`src/rtl/imm_extend_pipe_pkg.sv`:
```
// Shared constants for the MERC-16 immediate path: size encodings and default widths.
package imm_extend_pipe_pkg;

    localparam int unsigned DATA_WIDTH_DEF  = 16;
    localparam int unsigned FIELD_WIDTH_DEF = 11;

    typedef enum logic [1:0] {
        SZ_W0     = 2'd0,
        SZ_W1     = 2'd1,
        SZ_W2     = 2'd2,
        SZ_W2_ALT = 2'd3
    } size_e;

endpackage

```
`src/rtl/imm_extend_core.sv`:
```
// Combinational immediate extender: sign/zero extension from a runtime width,
// or merge of a latched prefix above the low field bits.
module imm_extend_core #(
    parameter int unsigned DATA_WIDTH  = 16,
    parameter int unsigned FIELD_WIDTH = 11,
    parameter int unsigned WB          = 5
) (
    input  logic [FIELD_WIDTH-1:0] field,
    input  logic [WB-1:0]          width,
    input  logic                   is_signed,
    input  logic [DATA_WIDTH-1:0]  prefix,
    input  logic                   use_prefix,
    output logic [DATA_WIDTH-1:0]  ext
);

    logic [DATA_WIDTH-1:0] low;
    logic [DATA_WIDTH-1:0] mask;
    logic                  sign;

    always_comb begin
        low  = '0;
        mask = '0;
        sign = 1'b0;
        for (int i = 0; i < int'(DATA_WIDTH); i++) begin
            if (i < int'(width)) begin
                mask[i] = 1'b1;
            end
        end
        for (int i = 0; i < int'(FIELD_WIDTH); i++) begin
            if (i < int'(width)) begin
                low[i] = field[i];
            end
            if (i == int'(width) - 1) begin
                sign = field[i];
            end
        end
        // Prefix bits shifted past DATA_WIDTH are dropped silently.
        if (use_prefix) begin
            ext = (prefix << width) | low;
        end else if (is_signed && sign) begin
            ext = low | ~mask;
        end else begin
            ext = low;
        end
    end

endmodule

```
`src/rtl/imm_extend_pipe.sv`:
```
// Registered, handshaked immediate generator for the MERC-16 decode stage.
// Prefix merging is built only when IMM_PREFIX_EN is defined.
module imm_extend_pipe
    import imm_extend_pipe_pkg::*;
#(
    parameter int unsigned DATA_WIDTH  = DATA_WIDTH_DEF,
    parameter int unsigned FIELD_WIDTH = FIELD_WIDTH_DEF,
    parameter int unsigned W0          = 4,
    parameter int unsigned W1          = 8,
    parameter int unsigned W2          = 11
) (
    input  logic                   Clock,
    input  logic                   Reset,
    input  logic                   Flush,
    input  logic                   InValid,
    output logic                   InReady,
    input  logic [FIELD_WIDTH-1:0] Field,
    input  logic [1:0]             Size,
    input  logic                   Signed,
    input  logic                   IsPrefix,
    output logic                   OutValid,
    input  logic                   OutReady,
    output logic [DATA_WIDTH-1:0]  Out,
    output logic                   PrefixPending,
    output logic                   PrefixOverrun
);

    localparam int unsigned WB = $clog2(DATA_WIDTH + 1);

    logic                  accept;
    logic                  take_prefix;
    logic [WB-1:0]         w_sel;
    logic [DATA_WIDTH-1:0] merge_prefix;
    logic                  merge_use;
    logic [DATA_WIDTH-1:0] core_out;

    assign InReady = !OutValid || OutReady;
    assign accept  = InValid && InReady;

    always_comb begin
        w_sel = WB'(W2);
        case (size_e'(Size))
            SZ_W0:   w_sel = WB'(W0);
            SZ_W1:   w_sel = WB'(W1);
            default: w_sel = WB'(W2);
        endcase
    end

`ifdef IMM_PREFIX_EN
    logic [DATA_WIDTH-1:0] prefix_q;
    logic                  pending_q;
    logic                  overrun_q;
    logic [DATA_WIDTH-1:0] prefix_ext;

    assign take_prefix  = accept && IsPrefix;
    assign prefix_ext   = {{(DATA_WIDTH - FIELD_WIDTH){Signed & Field[FIELD_WIDTH-1]}}, Field};
    assign merge_prefix = prefix_q;
    assign merge_use    = pending_q;

    // Prefix state: latched by a prefix beat, consumed by the next normal beat.
    always_ff @(posedge Clock or negedge Reset) begin
        if (!Reset) begin
            prefix_q  <= '0;
            pending_q <= 1'b0;
            overrun_q <= 1'b0;
        end else if (Flush) begin
            prefix_q  <= '0;
            pending_q <= 1'b0;
            overrun_q <= 1'b0;
        end else begin
            overrun_q <= take_prefix && pending_q;
            if (take_prefix) begin
                prefix_q  <= prefix_ext;
                pending_q <= 1'b1;
            end else if (accept) begin
                pending_q <= 1'b0;
            end
        end
    end

    assign PrefixPending = pending_q;
    assign PrefixOverrun = overrun_q;
`else
    logic unused_is_prefix;

    assign unused_is_prefix = IsPrefix;
    assign take_prefix      = 1'b0;
    assign merge_prefix     = '0;
    assign merge_use        = 1'b0;
    assign PrefixPending    = 1'b0;
    assign PrefixOverrun    = 1'b0;
`endif

    imm_extend_core #(
        .DATA_WIDTH  (DATA_WIDTH),
        .FIELD_WIDTH (FIELD_WIDTH),
        .WB          (WB)
    ) u_core (
        .field      (Field),
        .width      (w_sel),
        .is_signed  (Signed),
        .prefix     (merge_prefix),
        .use_prefix (merge_use),
        .ext        (core_out)
    );

    // Output register: loads on a normal beat, drains when the consumer takes it.
    always_ff @(posedge Clock or negedge Reset) begin
        if (!Reset) begin
            OutValid <= 1'b0;
            Out      <= '0;
        end else if (Flush) begin
            OutValid <= 1'b0;
            Out      <= '0;
        end else if (accept && !take_prefix) begin
            OutValid <= 1'b1;
            Out      <= core_out;
        end else if (OutReady) begin
            OutValid <= 1'b0;
        end
    end

endmodule

```
`config.mk`:
```
export PLATFORM = sky130hd
export DESIGN_NAME = imm_extend_pipe
export DESIGN_NICKNAME = d
export VERILOG_FILES = /design/src/rtl/imm_extend_pipe_pkg.sv /design/src/rtl/imm_extend_core.sv /design/src/rtl/imm_extend_pipe.sv
export SDC_FILE = /design/constraint.sdc
export NUM_CORES = 1
export LEC_CHECK = 0
export ABC_AREA = 1
export BUFFER_PORTS_ARGS = -buffer_cell sky130_fd_sc_hd__buf_2
export CORE_MARGIN = 2
export CORE_UTILIZATION = 47
export DETAILED_ROUTE_END_ITERATION = 16
export PLACE_DENSITY = 0.79
export SLEW_MARGIN = 20
export SYNTH_ARGS = -nofsm -noshare
export SYNTH_HDL_FRONTEND = slang
export SYNTH_HIERARCHICAL = 1
export SYNTH_SLANG_ARGS = --single-unit
```
`constraint.sdc`:
```
create_clock -name Clock -period 1.1 [get_ports Clock]
set_clock_uncertainty 0.05 [all_clocks]
set_input_delay 0 -clock Clock [delete_from_list [all_inputs] [get_ports Clock]]
set_output_delay 0 -clock Clock [all_outputs]
set_load 0.05 [all_outputs]
```
**After elaboration in Yosys (flattened, before gate mapping)**

Index checks and enable logic that the tools add are counted.

- Add/sub/neg operators: 1
- $mul: 0
- Divide/modulo/power cells: 0
- Magnitude comparators: 16
- Equality and inequality tests: 11
- Shift-type cells: 0
- Mux-type cells: 45
- Bitwise logic cells: 2
- Reduce and logical (&&, ||, !) cells: 8

Operators with widths:

| kind | count |
|---|---|
| == test 4 x 32 -> 1 bit (first input constant) | 4 |
| == test 5 x 32 -> 1 bit (first input constant) | 3 |
| == test 3 x 32 -> 1 bit (first input constant) | 2 |
| 2-to-1 mux 16 bit | 3 |
| 2-to-1 mux 1 bit | 41 |
| == test 2 x 32 -> 1 bit (first input constant) | 1 |
| logical NOT 32 bit | 1 |
| < comparator 4 bit (first input constant) | 8 |
| < comparator 3 x 4 -> 1 bit (first input constant) | 4 |
| NOT 16 bit | 1 |
| bitwise OR 11 x 16 -> 16 bit | 1 |
| < comparator 1 x 4 -> 1 bit (first input constant) | 2 |
| < comparator 2 x 4 -> 1 bit (first input constant) | 2 |
| one-hot mux 4 bit (2 select lines) | 1 |
| subtractor 4 x 1 -> 5 bit (second input constant) | 1 |
| nonzero test 3 bit | 1 |
| == test 2 x 1 -> 1 bit (second input constant) | 1 |
| logical AND 1 bit | 2 |
| logical NOT 2 bit | 1 |
| nonzero test 2 bit | 1 |
| logical NOT 1 bit | 1 |
| logical OR 1 bit | 1 |

- Flip-flop bits (word level): 17
- Bits in latches: 0
- RAM bits: 0
- Memory bits (read-only): 0
- Bits of input ports: 20
- Word-level logic and storage cells: 85
- Memories: 0

**Longest topological paths before layout**

- Depth in word-level cells: 19
- Mapped depth: 16
- Mapped depth without buffers: 14

**Modules after synthesis**

The synthesis kept the hierarchy.

Modules (own cells, without submodules):

| module | times used | cells an instance | area an instance (um^2) | sequential area each (um^2) |
|---|---|---|---|---|
| imm_extend_core | 1 | 223 | 1077.3 | 0.0 |
| imm_extend_pipe | 1 | 84 | 794.5 | 425.4 |

**Least setup slack after synthesis**

Ideal clock, no wire load.

- Kind: input -> register
- Start: input port Size[1]
- End: register Out[15]
- Setup time: 0.120 ns
- Arrival: 1.517 ns
- Path slack: -0.587 ns
- Cell stages on the path: 14
- Buffers on the path: 3
- Path through: clkbuf_1 buf_2 nand3b_1 nand3_1 nand2_1 nand2_1 nand2_1 nand2_1 nand2_1 nand3_2 buf_6 nand3b_1 nand4_1 nand2_1

- Word-level cells in the longest chain between the ends: 19
- Elaborated cells on any way between the ends: 34
- Classes of those cells: add/sub (1); order compare (1); eq/ne (11); mux (16); bitwise (2); reduce/logical (3)

Ends and longest elaborated chain:

| element | RTL line | RTL |
|---|---|---|
| start, declared | imm_extend_pipe.sv:18 | `input logic [1:0] Size,` |
| == test 2 x 1 -> 1 bit or logical NOT 2 bit (tied branches) | imm_extend_pipe.sv:42 | `case (size_e'(Size))` |
| one-hot mux 4 bit (2 select lines) * | imm_extend_pipe.sv:42 |  |
| subtractor 4 x 1 -> 5 bit | imm_extend_core.sv:33 | `if (i == int'(width) - 1) begin` |
| logical NOT 32 bit | imm_extend_core.sv:33 |  |
| 2-to-1 mux 1 bit (11 in series) | imm_extend_core.sv:33 |  |
| logical AND 1 bit | imm_extend_core.sv:40 | `end else if (is_signed && sign) begin` |
| 2-to-1 mux 16 bit * | imm_extend_core.sv:40 |  |
| via core_out[15] | imm_extend_pipe.sv:35 | `logic [DATA_WIDTH-1:0] core_out;` |
| 2-to-1 mux 16 bit * | imm_extend_pipe.sv:115 | `end else if (accept && !take_prefix) begin` |
| 2-to-1 mux 16 bit * | imm_extend_pipe.sv:112 | `end else if (Flush) begin` |
| end signal, assigned | imm_extend_pipe.sv:117 | `Out <= core_out;` |
| end, declared | imm_extend_pipe.sv:23 | `output logic [DATA_WIDTH-1:0] Out,` |

The timed path passes the listed nets; every way through them passes the cells marked *. The select of a mux whose other input is x is not followed.
A chain may end at the register's enable or synchronous reset.

**Worst setup path in the final report**

- Start: input port Size[0]
- End: register Out[15]

- Word-level cells in the longest chain between the ends: 19
- Elaborated cells on any way between the ends: 34
- Classes of those cells: add/sub (1); order compare (1); eq/ne (11); mux (16); bitwise (2); reduce/logical (3)

Ends and longest elaborated chain:

| element | RTL line | RTL |
|---|---|---|
| == test 2 x 1 -> 1 bit or logical NOT 2 bit (tied branches) | imm_extend_pipe.sv:42 |  |
| one-hot mux 4 bit (2 select lines) * | imm_extend_pipe.sv:42 |  |
| via w_sel[2] | imm_extend_pipe.sv:32 | `logic [WB-1:0] w_sel;` |
| subtractor 4 x 1 -> 5 bit | imm_extend_core.sv:33 |  |
| logical NOT 32 bit | imm_extend_core.sv:33 |  |
| 2-to-1 mux 1 bit (11 in series) | imm_extend_core.sv:33 |  |
| logical AND 1 bit | imm_extend_core.sv:40 |  |
| 2-to-1 mux 16 bit * | imm_extend_core.sv:40 |  |
| via core_out[15] | imm_extend_pipe.sv:35 |  |
| 2-to-1 mux 16 bit * | imm_extend_pipe.sv:115 |  |
| 2-to-1 mux 16 bit * | imm_extend_pipe.sv:112 |  |

Marks and branches as above.

==> impl_metrics.json <==
{
  "slowest_stage": "nor2_4",
  "die_w_um": 67.1,
  "yosys.area_share.adder": 0,
  "cts_inserted_buffers": 3,
  "io_pins": 40,
  "crit_required_ns": 1.19,
  "place_congestion": 1.03,
  "initial_core_util": 0.500,
  "antennaDiodeCount": 0,
  "cts_tree": "done",
  "cp_num_buf_inv": 6,
  "clk_latency_ns": 0.25,
  "cp.depth": 15,
  "cts-root-buf": "clkbuf_8",
  "wire_per_inst_um": 13.7,
  "crit_chain": "buf_6 -> nor2_4 -> inv_2 -> inv_2 -> buf_12 -> nand2_8 -> nor2_4 -> inv_2 -> o211ai_1 -> nor2_2 -> nand3_4 -> buf_6 -> nand3b_1 -> nand4_1 -> nand2_1",
  "hold_viol_final": 0,
  "p_total_mw": 2.16,
  "dieArea_um2": 4500,
  "grt_max_degree": 33,
  "max_stage_delay_ns": 0.19,
  "hpwl_mm": 4.63,
  "hold_class": "input port to register",
  "yosys_register_bits": 17,
  "viasPerCell": 5.31,
  "holdWs_ns": 0.0396,
  "violations": "setup timing",
  "post-place-ws_ns": -0.668,
  "num_rows": 22,
  "clk_path_buf_depth": 2,
  "cts.sinks": 17,
  "synth_top_family_by_area": "simple AND/OR/NAND/NOR gates",
  "synth_compound_area_frac": 0.203,
  "slew_violations": 0,
  "fin_crit_ns": 1.47,
  "syn-mean-instance-area_um2": 6.10,
  "ant_nets": 0,
  "synth_mux_area_frac": 0,
  "fin_util": 0.745,
  "route.final.wire_length_mm": 6.49,
  "clk_pin_slew_ns": 0.06,
  "num-nets-final": 446,
  "crit_fanout": 7,
  "syn_inst": 307,
  "ys_seq_area_frac": 0.227,
  "hold_depth": 3,
  "synth_xor_area_frac": 0,
  "h-tree-depth": 1,
  "setup_slack_ns": -0.369,
  "n_fill_cell": 310,
  "grt_pass1_wl_mm": 9.77,
  "syn_area_um2": 1870,
  "synth_cell_type_count": 36,
  "drive_gt1_frac": 0.320,
  "die_h_um": 67.1,
  "overflow": 0,
  "core_um2": 3740,
  "crit_family": "simple AND/OR/NAND/NOR gates",
  "leakage_nw": 1.51,
  "cp-end-kind": "register",
  "arrival_ns": 1.56,
  "status": "finished with violations",
  "area_delta_synth_final_pct": 49.1,
  "synth_warnings": 6,
  "vias": 2512,
  "grt_pass1_vias": 2209,
  "reg2reg_depth": 4,
  "port_buffers": 36,
  "yosys.area_share.simple": 0.428,
  "first_pass_iters": 6,
  "cap_viol_max_count": 0,
  "worst_ir_drop_vdd_mv": 0.737,
  "rsz0062_at_grt": "true",
  "antenna_found_initial": 0,
  "startpoint_type": "input port",
  "drc": 0,
  "period_share": 1.34,
  "setup_violations": 15,
  "fmax_mhz": 681,
  "power_density_nw_per_um2": 773,
  "cpMostUsedCell": "inv_2",
  "grt.total_usage": 0.282,
  "worst_pin_slew_ns": 0.827,
  "critical_path_class": "input port to register",
  "drt_iter0_drc": 246,
  "slew_headroom": 0.445
}
[state kept, by name, summed over array words and instances (netlist names)]
name,cells
Out,16
OutValid,1
[final timing paths]
| check | from | to | slack [ns] |
|---|---|---|---|
| max in group asynchronous | Reset | OutValid | 0.54 |
| max | Size[0] | Out[15] | -0.37 |
| max reg2reg | OutValid | Out[13] | 0.07 |
| min reg2reg | Out[5] | Out[5] | 0.45 |
| min in group asynchronous | Reset | Out[4] | 0.16 |
| min | InValid | OutValid | 0.04 |
[cells by family (layout without fill, tap and decap cells)]
kind of cell / Yosys count / count (layout)
buffers and inverters: 52 / 135
AO/OA/AOI/OAI: 62 / 62
other: 1 / 36
flip-flops: 17 / 17
AND/OR/NAND/NOR: 175 / 175
[stage by stage]
step	TNS (ns)	instance area (um^2)	cells
2_1_floorplan	-3.23	2070	342
3_3_place_gp	-7.98	2530	454
3_5_place_dp	-8.81	2530	454
4_1_cts	-3.30	2690	467
5_1_grt	-5.79	2790	473
6_report	-4.63	2790	473
[repair_timing]
item / CTS / global route
hold buffers: 2 / 0
pin swaps: 12 / 14
buffers inserted: 7 / 6
hold endpoints to repair: 18 / 0
gates resized for setup: 10 / 19
setup endpoints to repair: 15 / 17
[per-layer routing]
metal | up-vias | share of wire | routed length (um) | GRT usage
li1 | 1227 | - | - | -
met1 | 1150 | 0.44 | 2840 | 0.373
met2 | 116 | 0.47 | 3030 | 0.490
met3 | 19 | 0.068 | 439 | 0.0321
met4 | 0 | 0.026 | 168 | 0.0689
met5 | - | 0 | 0 | 0
[cells in the mapped netlist]
cell type,count,area share
buf_4,7,0.028
o221ai_1,2,0.0094
dfrtp_1,17,0.23
nand2_1,94,0.19
a21oi_2,1,0.0047
buf_6,3,0.018
inv_2,6,0.012
nor3_1,1,0.0027
o31ai_1,1,0.0040
a21oi_1,8,0.021
nand3_1,30,0.080
nor2_1,18,0.036
inv_1,27,0.054
nor2_4,1,0.0060
buf_2,5,0.013
nor2_2,2,0.0067
buf_8,1,0.0080
nand2_2,1,0.0033
o21ai_0,25,0.067
o21a_1,1,0.0040
a21boi_0,1,0.0040
o211ai_1,4,0.016
o21ai_1,7,0.019
nand3b_1,3,0.012
or2_2,1,0.0033
nand3_2,2,0.011
clkbuf_1,3,0.0060
and2_1,2,0.0067
nand4_1,18,0.060
nand2_4,2,0.012
o21ai_2,3,0.014
o21bai_2,1,0.0060
a22oi_1,6,0.024
o211a_1,1,0.0053
a21boi_1,1,0.0040
conb_1,1,0.0020
[worst register-to-register path, stage by stage (launching register included)]
cell	delay, ns
dfrtp_2	0.43
nand2_4	0.11
buf_4	0.17
nand4_1	0.12
nand2_1	0.09
[layout by cell type, fill, tap and decap left out, types with 2 or more instances in the layout]
cell type	synthesis	layout
o21ai_0	25	19
buf_2	5	33
a21oi_1	8	8
inv_2	6	8
nor2_4	1	4
o211ai_1	4	4
o21ai_4	0	2
a22oi_1	6	3
o21ai_2	3	4
conb_1	1	36
nand3_1	30	29
and2_1	2	2
buf_6	3	4
nand3_2	2	2
nand4_1	18	18
o21ai_1	7	10
buf_12	0	3
nand2_4	2	2
dlygate4sd3_1	0	2
buf_4	7	55
nand2_1	94	92
a22oi_2	0	3
dfrtp_1	17	16
o221ai_1	2	2
inv_1	27	24
nand2_2	1	2
nor2_2	2	3
nor2_1	18	14
clkbuf_8	0	3
nand3b_1	3	3
[cell type report]
cell class | instances | area [um^2] | share of cell area
clock buffer | 4 | 45.0 | 0.0161
inverter | 33 | 126 | 0.0453
multi-input combinational | 273 | 1410 | 0.507
sequential | 17 | 427 | 0.153
tap | 48 | 60.1 | 0.0215
timing repair buffer | 98 | 718 | 0.257
[power by group]
group / total (mW) / internal, mW / switching, mW
registers: 0.684 / 0.662 / 0.0219
clock network: 0.460 / 0.257 / 0.203
logic: 1.01 / 0.371 / 0.643
total: 2.16 / 1.29 / 0.868
Power figures use the tool's default switching activity.
